==> config.mk <==
export PLATFORM = sky130hd
export DESIGN_NAME = rr_arbiter4
export DESIGN_NICKNAME = d
export VERILOG_FILES = /design/src/rtl/rr_arbiter4.sv
export SDC_FILE = /design/constraint.sdc
export NUM_CORES = 1
export LEC_CHECK = 0
export CORE_UTILIZATION = 25
export DETAILED_ROUTE_END_ITERATION = 16
export GPL_TIMING_DRIVEN = 1
export PLACE_DENSITY_LB_ADDON = 0.3
export SYNTH_ARGS = -nofsm -noshare
export SYNTH_HDL_FRONTEND = slang
export SYNTH_SLANG_ARGS = --single-unit
==> constraint.sdc <==
create_clock -name clk -period 1.7 [get_ports clk]
set_clock_uncertainty 0.1 [all_clocks]
set_input_delay 0.34 -clock clk [delete_from_list [all_inputs] [get_ports clk]]
set_output_delay 0.34 -clock clk [all_outputs]
set_load 0.02 [all_outputs]
==> src/rtl/rr_arbiter4.sv <==
// Four-way round-robin arbiter: one registered one-hot grant held until release, then a one-cycle gap.
// Optional hold-time limiter compiled in with `define ARB_TIMEOUT_EN (limit set by MAX_HOLD).
module rr_arbiter4 #(
  parameter int unsigned MAX_HOLD = 8
) (
  input  logic       clk,
  input  logic       reset,
  input  logic [3:0] req,
  output logic [3:0] gnt,
  output logic [1:0] owner,
  output logic       busy,
  output logic       timeout
);

  typedef enum logic [1:0] {
    IDLE  = 2'd0,
    GRANT = 2'd1,
    GAP   = 2'd2
  } state_t;

  state_t     state, state_next;
  logic [3:0] gnt_next;
  logic [1:0] owner_next;
  logic [1:0] ptr, ptr_next;
  logic [2:0] pick;
  logic       revoke;
  logic       timeout_next;

  // Returns {found, index} of the first set request scanning p, p+1, p+2, p+3 (mod 4).
  function automatic logic [2:0] rr_pick(input logic [3:0] r, input logic [1:0] p);
    logic [1:0] idx;
    rr_pick = 3'b000;
    for (int i = 3; i >= 0; i--) begin
      idx = p + i[1:0];
      if (r[idx]) rr_pick = {1'b1, idx};
    end
  endfunction

  assign pick = rr_pick(req, ptr);

`ifdef ARB_TIMEOUT_EN
  localparam logic [7:0] HOLD_LIM = 8'(MAX_HOLD);

  logic [7:0] hold_cnt, hold_cnt_next;
  logic       others_req;

  // gnt is the owner's one-hot while in GRANT, so this masks the owner out.
  assign others_req = |(req & ~gnt);
  // The current cycle is the MAX_HOLD-th grant cycle when hold_cnt == MAX_HOLD-1.
  assign revoke     = (state == GRANT) && req[owner] && others_req &&
                      (hold_cnt >= HOLD_LIM - 8'd1);

  always_comb begin
    hold_cnt_next = hold_cnt;
    if (state == IDLE) begin
      hold_cnt_next = 8'd0;
    end else if (state == GRANT && hold_cnt != HOLD_LIM) begin
      hold_cnt_next = hold_cnt + 8'd1;
    end
  end

  always_ff @(posedge clk) begin
    if (reset) begin
      hold_cnt <= 8'd0;
      timeout  <= 1'b0;
    end else begin
      hold_cnt <= hold_cnt_next;
      timeout  <= timeout_next;
    end
  end
`else
  assign revoke  = 1'b0;
  assign timeout = 1'b0;
`endif

  always_comb begin
    state_next   = state;
    gnt_next     = gnt;
    owner_next   = owner;
    ptr_next     = ptr;
    timeout_next = 1'b0;
    case (state)
      IDLE: begin
        gnt_next = 4'b0000;
        if (pick[2]) begin
          gnt_next   = 4'b0001 << pick[1:0];
          owner_next = pick[1:0];
          state_next = GRANT;
        end
      end
      GRANT: begin
        // A release takes priority over a coinciding revocation, so no timeout pulse then.
        if (!req[owner]) begin
          gnt_next   = 4'b0000;
          ptr_next   = owner + 2'd1;
          state_next = GAP;
        end else if (revoke) begin
          gnt_next     = 4'b0000;
          ptr_next     = owner + 2'd1;
          state_next   = GAP;
          timeout_next = 1'b1;
        end
      end
      GAP: begin
        gnt_next   = 4'b0000;
        state_next = IDLE;
      end
      default: begin
        gnt_next   = 4'b0000;
        state_next = IDLE;
      end
    endcase
  end

  always_ff @(posedge clk) begin
    if (reset) begin
      state <= IDLE;
      gnt   <= 4'b0000;
      owner <= 2'd0;
      ptr   <= 2'd0;
      busy  <= 1'b0;
    end else begin
      state <= state_next;
      gnt   <= gnt_next;
      owner <= owner_next;
      ptr   <= ptr_next;
      busy  <= |gnt_next;
    end
  end

endmodule

==> summary.md <==
| Metric | Value |
|---|---|
| Clock power share | 24.9% |
| PnR worst setup slack | 0.0552 ns |
| Layout cells sized above 1 | about a quarter |
| Crit-path max FO | 3 |
| Nets | 86 |
| Max-cap viol count | 0 |
| Final setup fails | 0 |
| Psw | between 200 and 250 uW |
| Hold Crit Class | reg -> reg |
| RSZ-0062 raised after global routing | no |
| Starting Density | 27.2% |
| IO buf count | 12 |
| Crit. End Element | flop |
| Crit path DAT | 1.73 ns |
| Num CTS Buffers | 3 |
| Synth top area share | 40.1% |
| Most frequent cell after synthesis | dfxtp_1 |
| EDFF count, synth | 0 |
| Post-DP HPWL | 985 um |
| Classification of the worst setup path | in -> reg |
| Worst R2R End | ptr[0]$_SDFFE_PP0P_ |
| Post-Route Setup TNS | 0 ns |
| Via/cell ratio | 4.69 |
| TritonCTS Sinks | 11 |
| Logic pwr share | a little under a third |
| FILL cells | 218 |
| Cell taking the most area after synthesis | dfxtp_1 |
| Crit path required time | between 1.5 and 2 ns |
| Syn Inst Count | 57 |
| Clock root cell | clkbuf_4 |
| Core region area | around 0.0020 sq mm |
| First-pass GRT wire length | 2210 um |
| GRT Util Overall | roughly an eighth |
| Synth area leaders | dfxtp_1 40%, a32o_1 7.3%, mux4_2 4.1% |
| I/O pins | 14 |
| Diode count | 0 |
| Max clock buf depth | 2 |
| Hold path cells | 1 |
| Sw Share | 30.2% |
| R2R cell count | 4 |
| Internal power | approximately 500 uW |
| Final Hold Fails | 0 |
| Max H-tree Level | 1 |
| Synth Net Count | 63 |
| Grt ovf | 0 |
| FF+latch count, synth | 11 |
| Worst IR Drop VDD | 0.341 mV |
| Ys flop type | dfxtp_1 |
| Post-Place Worst Slack | -0.249 ns |
| Type of origin of the critical path | primary input |
| Die width | approximately 49 um |
| Max-slew violations | 0 |
| Hold Crit Start | gnt[2]$_SDFF_PP0_ |
| Hold WS | roughly 0.39 ns |
| WL final | approximately 1300 um |
| Sequential element share of the synthesized area | 40.1% |
| Largest net degree at the start of global routing | 9 |
| Worst-Skew Late Latency | 0.26 ns |
| Async SR Flop Fraction | 0% |
| Status | finished, final reports clean |
| Final worst-path cycle share | between 90 and 100% |
| Crit Reg-Reg Startpoint | owner[1]$_SDFFE_PP0P_ |
| Via count | 497 |
| WL/cell | 11.9 um |
| Cell Count, Final, Fillers Out | 106 |
| Row count | 16 |
| # hold bufs at CTS | 0 |
| Synth cell count leaders | 11 x dfxtp_1, 4 x a21oi_1, 4 x a32o_1, 4 x nor2_1, 3 x nand2_1 |
| Antenna violations before repair | 0 |
| CTS tree | done |
| Yosys synthesis warning count | 0 |
| Die Area | 0.00239 sq mm |
| ANT nets after route | 0 |
| Average size of a mapped cell | 9.64 sq um |
| Reg clk slew, reported paths | 0.07 ns |
| Leakage power | 0.000391 uW |
| Max Fclk | 608 MHz |
| Placed Cells | 102 |
| Iteration-0 DRC count of the detailed router | 6 |
| Cell Area, Synth | 549 sq um |
| Drt drc | 0 |
| Area Overhead vs Synth | 46.2% |
| Post-synthesis cell type count | 30 |
| Die height | 48.9 um |
| Min Tclk post-route | 1.64 ns |
| Pwr dens | between 800 and 900 mW/mm^2 |
| Sequential share of power | 45.0% |
| DR pass1 iterations | 4 |
| Vias in the first global route | 541 |
| GP Congestion | 0.715 |
| R2R Setup Slk | 0.12 ns |
| Hold EP | gnt[2]$_SDFF_PP0_ |
-- layer usage --
metal | GRT usage (%) | wire length [um]
met2 | 20.1 | 568
met4 | 8.82 | 22
met5 | 0 | 0
met1 | 13.4 | 614
met3 | 4.05 | 53
-- registers in the layout, summed over array words and instances (netlist names) --
name	count
state	2
ptr	2
busy	1
gnt	4
owner	2
-- through the flow --
stage | utilization, % | area [sq um] | power, uW
after floorplan | - | 551 | 439
after global placement | 37.3 | 753 | 529
after detailed placement | 37.3 | 753 | 531
after CTS | 38.4 | 777 | 707
after global routing | 39.7 | 803 | 741
final | 39.7 | 803 | 696
-- critical path: stages --
cell and delay, ns:
clkdlybuf4s50_1 0.44, mux4_2 0.52, nor2b_4 0.16, nor2_1 0.05, a311oi_1 0.22
-- cell families (layout without fill, tap and decap cells) --
kind of cell | count (synthesis) | count (layout) | synth area share (%)
compound gates | 19 | 19 | 26.9
xor+xnor | 1 | 1 | 1.59
buf+inv | 5 | 27 | 5.47
flops | 11 | 11 | 40.1
mux | 3 | 3 | 7.74
other cells | 1 | 1 | 0.683
simple gates | 17 | 17 | 17.5
-- layout make-up --
type / instances / area, sq um / area share, %
Multi-Input combinational cell: 41 / 308 / 38.3
Tap cell: 27 / 33.8 / 4.21
Clock buffer: 4 / 26.3 / 3.27
Inverter: 1 / 3.75 / 0.467
Sequential cell: 11 / 221 / 27.6
Timing Repair Buffer: 22 / 210 / 26.2
-- layout by cell type, fill, tap and decap left out, types with 2 or more instances in the layout --
cell type,n
buf_4,10
dlygate4sd2_1,2
nor2_1,4
a21oi_1,4
a32o_1,4
nor4_1,2
nor2b_1,2
clkbuf_4,3
nand2_1,2
mux2i_1,2
dlymetal6s2s_1,7
clkdlybuf4s50_1,3
nand2b_1,2
dfxtp_1,10
-- power groups by stage --
stage	clock (uW)	sequential, uW	combinational, uW
after floorplan	0	328	111
after global placement	0	319	210
after detailed placement	0	320	212
after CTS	183	314	210
after global routing	194	318	229
final	173	314	209
-- what timing repair did --
action                                  CTS  global route
buffers inserted                          0             0
endpoints found under the hold margin     0             0
resized for setup                         2             9
endpoints found under the setup margin    2            11
-- how the worst max path moves through the flow --
| stage | startpoint | end | slack [ns] | cells after the start |
|---|---|---|---|---|
| after floorplan | owner[1]$_SDFFE_PP0P_ | gnt[0]$_SDFF_PP0_ | 0.12 | 4 |
| after global placement | req[3] | gnt[1]$_SDFF_PP0_ | -0.25 | 5 |
| after detailed placement | req[3] | gnt[0]$_SDFF_PP0_ | -0.25 | 5 |
| after CTS | gnt[3]$_SDFF_PP0_ | gnt[3] | 0.01 | 1 |
| after global routing | req[0] | ptr[0]$_SDFFE_PP0P_ | 0.002 | 5 |
| final | req[0] | ptr[0]$_SDFFE_PP0P_ | 0.06 | 5 |
(Power assumes the default switching activity.)
